--- src/rtl/serial_subtractor.sv ---
// Bit-serial N-bit subtractor: Diff = A - B - Bin, LSB first, one full-subtractor cell per clock.
// Optional signed-overflow output Ovf is built only when SERIAL_SUB_OVF_EN is defined.
module serial_subtractor #(
  parameter int unsigned N = 4
) (
  input  logic         clk,
  input  logic         reset,
  input  logic         in_valid,
  output logic         in_ready,
  input  logic [N-1:0] A,
  input  logic [N-1:0] B,
  input  logic         Bin,
  output logic         out_valid,
  input  logic         out_ready,
  output logic [N-1:0] Diff,
  output logic         Bout
`ifdef SERIAL_SUB_OVF_EN
  ,
  output logic         Ovf
`endif
);

  localparam int unsigned CntW = $clog2(N);
  localparam logic [CntW-1:0] CntLast = CntW'(N - 1);

  typedef enum logic [1:0] {StIdle, StRun, StDone} state_e;

  state_e          state_q;
  logic [N-1:0]    a_q;
  logic [N-1:0]    b_q;
  logic [N-1:0]    res_q;
  logic            br_q;
  logic [CntW-1:0] cnt_q;

`ifdef SERIAL_SUB_OVF_EN
  logic            sa_q;
  logic            sb_q;
`endif

  logic            a_bit;
  logic            b_bit;
  logic            d_bit;
  logic            br_next;
  logic [N-1:0]    res_next;

  // Full-subtractor cell on the current LSBs of the operand shift registers.
  always_comb begin
    a_bit            = a_q[0];
    b_bit            = b_q[0];
    d_bit            = a_bit ^ b_bit ^ br_q;
    br_next          = (~a_bit & b_bit) | (~(a_bit ^ b_bit) & br_q);
    res_next         = res_q;
    res_next[cnt_q]  = d_bit;
  end

  always_ff @(posedge clk or posedge reset) begin
    if (reset) begin
      state_q   <= StIdle;
      a_q       <= '0;
      b_q       <= '0;
      res_q     <= '0;
      br_q      <= 1'b0;
      cnt_q     <= '0;
      in_ready  <= 1'b1;
      out_valid <= 1'b0;
      Diff      <= '0;
      Bout      <= 1'b0;
`ifdef SERIAL_SUB_OVF_EN
      sa_q      <= 1'b0;
      sb_q      <= 1'b0;
      Ovf       <= 1'b0;
`endif
    end else begin
      unique case (state_q)
        StIdle: begin
          if (in_valid && in_ready) begin
            a_q      <= A;
            b_q      <= B;
            br_q     <= Bin;
            res_q    <= '0;
            cnt_q    <= '0;
            in_ready <= 1'b0;
            state_q  <= StRun;
`ifdef SERIAL_SUB_OVF_EN
            sa_q     <= A[N-1];
            sb_q     <= B[N-1];
`endif
          end
        end

        StRun: begin
          a_q   <= a_q >> 1;
          b_q   <= b_q >> 1;
          br_q  <= br_next;
          res_q <= res_next;
          if (cnt_q == CntLast) begin
            // Result registers update only here, so they hold the old result during RUN.
            Diff      <= res_next;
            Bout      <= br_next;
            out_valid <= 1'b1;
            state_q   <= StDone;
`ifdef SERIAL_SUB_OVF_EN
            Ovf       <= (sa_q != sb_q) && (res_next[N-1] != sa_q);
`endif
          end else begin
            cnt_q <= cnt_q + 1'b1;
          end
        end

        StDone: begin
          if (out_ready) begin
            out_valid <= 1'b0;
            in_ready  <= 1'b1;
            state_q   <= StIdle;
          end
        end

        default: begin
          out_valid <= 1'b0;
          in_ready  <= 1'b1;
          state_q   <= StIdle;
        end
      endcase
    end
  end

endmodule
--- config.mk ---
export PLATFORM = sky130hd
export DESIGN_NAME = serial_subtractor
export DESIGN_NICKNAME = d
export VERILOG_FILES = /design/src/rtl/serial_subtractor.sv
export SDC_FILE = /design/constraint.sdc
export NUM_CORES = 1
export LEC_CHECK = 0
export ABC_AREA = 1
export BUFFER_PORTS_ARGS = -buffer_cell sky130_fd_sc_hd__buf_2
export CORE_MARGIN = 2
export CORE_UTILIZATION = 55
export DETAILED_ROUTE_END_ITERATION = 12
export GPL_TIMING_DRIVEN = 0
export PLACE_DENSITY = 0.75
export SKIP_CTS_REPAIR_TIMING = 1
export SLEW_MARGIN = 20
export SYNTH_ARGS = -nofsm -noshare
export SYNTH_HDL_FRONTEND = slang
export SYNTH_SLANG_ARGS = --single-unit
--- constraint.sdc ---
create_clock -name clk -period 3.4 [get_ports clk]
set_input_delay 0 -clock clk [delete_from_list [all_inputs] [get_ports clk]]
set_output_delay 0 -clock clk [all_outputs]
set_load 0.05 [all_outputs]
# Word level (Yosys, flattened, before mapping)
# Cells that the tools add are included.
dict set report totals {
  word_cells 63
  reg_bits 24
}
dict set report op_classes {
  magnitude_cmp 2
  n_bitwise 9
  muxes 24
  eq_ne 7
  add_sub_neg 1
  n_reduce_logical 10
}
# op count
set op_table {}
lappend op_table {{4-bit one-hot mux with 2 select lines} 3}
lappend op_table {{4-bit 2-to-1 mux} 3}
lappend op_table {{3-bit AND reduction} 4}
lappend op_table {{2-bit 2-to-1 mux} 5}
lappend op_table {{2-bit inequality test (second input constant)} 4}
lappend op_table {{1-bit 2-to-1 mux} 6}
lappend op_table {{1-bit one-hot mux with 3 select lines} 2}
lappend op_table {{2-bit one-hot mux with 3 select lines} 1}
lappend op_table {{4-bit bitwise mux} 1}
lappend op_table {{2-bit == test (second input constant)} 2}
lappend op_table {{1-bit inverter} 4}
lappend op_table {{2-bit one-hot mux with 2 select lines} 1}
lappend op_table {{2-bit AND reduction} 2}
lappend op_table {{2-bit by 3-bit < comparator with 1-bit output (second input constant)} 1}
lappend op_table {{2-bit by 1-bit adder with 2-bit output (second input constant)} 1}
lappend op_table {{1-bit AND} 2}
lappend op_table {{1-bit demux with 2-bit select} 1}
lappend op_table {{2-bit by 1-bit == test with 1-bit output (second input constant)} 1}
lappend op_table {{2-bit by 1-bit >= comparator with 1-bit output (second input constant)} 1}
lappend op_table {{1-bit logical AND} 2}
lappend op_table {{2-bit logical NOT} 1}
lappend op_table {{1-bit one-hot mux with 2 select lines} 1}
lappend op_table {{2-bit nonzero test} 1}
lappend op_table {{1-bit XOR} 2}
lappend op_table {{1-bit OR} 1}

# Depth between registers and ports, before layout
dict set report logic_depth {
  depth_word 6
  ltp_mapped 7
}

# Least setup slack after synthesis
# OpenSTA, ideal clock, no wires.
dict set report synth_timing {
  path_kind {register to register}
  from {reg in_ready}
  to {reg a_q[1]}
  path_stages_with_launch 7
  n_path_buf 1
  t_arrival_ns 1.222
  setup_ns 0.117
  required_ns 3.283
  slack_ns 2.061
  period_less_slack_ns 1.339
  path_cell_list {dfstp_2 > nand2_1 > nand2_1 > nand2_1 > buf_4 > nand2_1 > nand2_1}
}
dict set report synth_via {
  elab_chain_cells 3
}
# element line_no
set synth_rtl {}
lappend synth_rtl {{start: declaration} 9} ;# output logic in_ready,
lappend synth_rtl {{start signal: assignment} 64} ;# in_ready <= 1'b1;
lappend synth_rtl {{start signal: assignment} 82} ;# in_ready <= 1'b0;
lappend synth_rtl {{start signal: assignment} 113} ;# in_ready <= 1'b1;
lappend synth_rtl {{1-bit logical AND} 76} ;# if (in_valid && in_ready) begin
lappend synth_rtl {{2-bit inequality test (no line)} --}
lappend synth_rtl {{2-bit AND reduction (no line)} --}
lappend synth_rtl {{end signal: assignment} 92} ;# a_q <= a_q >> 1;
lappend synth_rtl {{end: declaration} 29} ;# logic [N-1:0] a_q;
# No other way between the ends.
# A chain may end at the register's enable or synchronous reset.

# Worst setup path after layout
dict set report layout_timing {
  from {reg a_q[0]}
  to {reg res_q[2]}
}
dict set report layout_via {
  elab_chain_cells 4
}
# element line_no
set layout_rtl {}
lappend layout_rtl {{1-bit XOR (2 in series)} 50} ;# d_bit = a_bit ^ b_bit ^ br_q;
lappend layout_rtl {{4-bit bitwise mux} 53} ;# res_next[cnt_q] = d_bit;
lappend layout_rtl {{4-bit one-hot mux with 2 select lines} 74} ;# unique case (state_q)
lappend layout_rtl {{end signal: assignment} 95} ;# res_q <= res_next;
lappend layout_rtl {{end: declaration} 31} ;# logic [N-1:0] res_q;
# No other way between the ends.

==> impl_metrics.toml <==
[status]
status = "complete, but fails checks"
failed_checks = "hold timing"

[drt]
dr.pass1.iters = 4
detail-route-antenna-nets = 0
routed_wl_um = 2350
vias_per_cell = 4.88
drt_iter0_drc = 17
wl_per_cell_um = 11.2
vias = 1019
drc_errors = 0

[place]
place.gp.congestion = 0.776
postPlaceCellArea_um2 = 1300
io_buffers = 19
dp_slack_ps = 2010
placed_cells = 196
place_hpwl_um = 1620

[cells_and_area]
final_nets = 202
final_common_cell = "nand2_1"
instances_no_fill = 209
drive_above_1_share_pct = 19.2
final_cell_mix = "nand2_1 (75), dfrtp_1 (22), buf_2 (20), inv_1 (13), nand3_1 (10)"
nFillCells = 153
area_delta_synth_final_pct = 21.0
antenna_cells = 0
fin_area_um2 = 1420

[power]
seqPwrFrac_pct = 35.8
comb_power_share_pct = 54.0
switchingPower_w = 0.000638
switching_share_pct = 49.0
design_power_total_w = 0.00130
power.leakage_nw = 0.826
clkPwrFrac_pct = 10.2
power.density_nw_per_um2 = 919
max-vdd-ir-drop_mv = 0.678
p_int_w = 0.000665

[worst_setup_path]
r2r_setup_slack_ps = 1990
r2r-end = "res_q[2]$_DFFE_PP0P_"
cp-start-kind = "register"
r2r_cells = 5
crit_type = "register to register"
r2r-start = "a_q[0]$_DFFE_PP0P_"
crit_required_ps = 3670
path_max_fanout = 4
worstPathArrival_ps = 1690
cp-end-kind = "register"

[global_routing]
grt.total_usage_pct = 20.1
grt_overflow = 0
use_met1_pct = 24.4
grt_pass1_wl_um = 3770
antenna_found_initial = 0
grt_max_degree = 24
use_met2_pct = 34.9
grt-busiest-layer = "met2"
grt.met3_usage_pct = 2.68
grt_pass1_vias = 925

[sta]
hold_ws_ps = -55.9
slew_headroom_pct = 42.1
rsz0062_at_grt = "false"
worst_slack_ps = 1990
hold_viol = 2
drv_slew = 0
fmax_ghz = 0.708
tightestPinTransition_ps = 868
fin_crit_sh_pct = 41.6
skew_ps = 6.60
min_period_ps = 1410
fin_setup_tns_ps = 0
finalSetupViolCount = 0

[logic_synthesis]
avgSynthCellArea_um2 = 7.81
netlist_instances = 150
ys.warnings.count = 0
syn_nets = 169
yosys.cell_types.count = 20
synth_area_um2 = 1170
ys_seq_area_share_pct = 49.3
synth_seq_cells = 23

[die]
core_area_um2 = 1980
ioPinCount = 20
die-area_um2 = 2510
row_count = 16
start_util_pct = 59.1
die_h_um = 50.1
die_w_um = 50.1

[worst_hold_path]
min_path_type = "input port to register"
whs_endpoint = "br_q$_DFFE_PP0P_"
worstHoldPathCells = 5
min-delay-start = "Bin"

[cts]
path_clk_slew_ps = 130
numCtsBuffers = 3
clk_path_buf_depth = 2
cts_tree = "yes"
clk_latency_ps = 330
htreeDepth = 1
clkSinkCount = 23
cts-root-buf = "clkbuf_4"

[job]
max_cap_viol_count = 0
## sequential cells by signal (all words and copies together) (netlist names)
name       flops
res_q          3
a_q            4
b_q            4
in_ready       1
br_q           1
Bout           1
cnt_q          2
state_q        2
Diff           4
out_valid      1
## worst max path at each step
stage	from	to	slack, ps
3_5_place_dp	a_q[0]$_DFFE_PP0P_	res_q[2]$_DFFE_PP0P_	2010
5_1_grt	a_q[0]$_DFFE_PP0P_	res_q[2]$_DFFE_PP0P_	1910
2_1_floorplan	in_ready$_DFFE_PP1P_	a_q[1]$_DFFE_PP0P_	2060
4_1_cts	a_q[0]$_DFFE_PP0P_	res_q[2]$_DFFE_PP0P_	1970
6_report	a_q[0]$_DFFE_PP0P_	res_q[2]$_DFFE_PP0P_	1990
3_3_place_gp	a_q[0]$_DFFE_PP0P_	res_q[0]$_DFFE_PP0P_	2030
## cells in the mapped netlist (all sizes together)
master	n	area, um^2
nand2	76	288
dfrtp	22	551
inv	16	60.1
nand3	11	60.1
ha	5	62.6
o21ai	5	25.0
buf	4	27.5
nor2	4	17.5
a21oi	2	13.8
nand4	2	12.5
dfstp	1	26.3
fa	1	20.0
o31ai	1	7.51
## per-layer routing
layer	vias up	part of all wire [%]
li1	522	-
met1	468	44
met2	24	50
met3	5	3.4
met4	0	2.0
met5	-	0
## cell families (layout without fill, tap and decap cells)
logic type                 count (synthesis)  in the layout  share of synthesized area [%]
AOI/OAI and AO/OA                          8              8                           3.95
DFF                                       23             23                           49.3
and+or+nand+nor                           93             93                           32.3
buffers and inverters                     20             52                           7.48
adders and majority gates                  6              6                           7.05
## power by group through the flow
stage          combinational (W)  clock [W]  sequential, W
2_1_floorplan           0.000435          0       0.000576
6_report                0.000704   0.000133       0.000466
4_1_cts                 0.000701   0.000133       0.000467
3_5_place_dp            0.000696          0       0.000472
5_1_grt                 0.000789   0.000141       0.000479
3_3_place_gp            0.000682          0       0.000465
## critical path, cell delays in order, from the launching register on
cell     delay [ps]
dfrtp_1         430
fa_1            610
nand2_1          60
o21ai_0         110
nand2_1          90
nand2_1          70
## final cells by class
class / instances / area (um^2) / area share (%)
Buffer: 4 / 27.5 / 1.94
Clock buffer: 3 / 22.5 / 1.59
Clock inverter: 1 / 5.00 / 0.353
Inverter: 16 / 60.1 / 4.24
Multi-Input combinational cell: 107 / 507 / 35.7
Sequential cell: 23 / 577 / 40.7
Tap cell: 27 / 33.8 / 2.38
Timing Repair Buffer: 28 / 185 / 13.1
## per-stage QoR
step	utilization, %	hold slack [ps]
CTS	67.0	-145
finish	71.5	-55.9
detailed placement	65.6	205
global route	71.5	8.73
global placement	65.6	201
floorplan	-	1.18
Note: power is estimated with default switching activity, not from simulation.
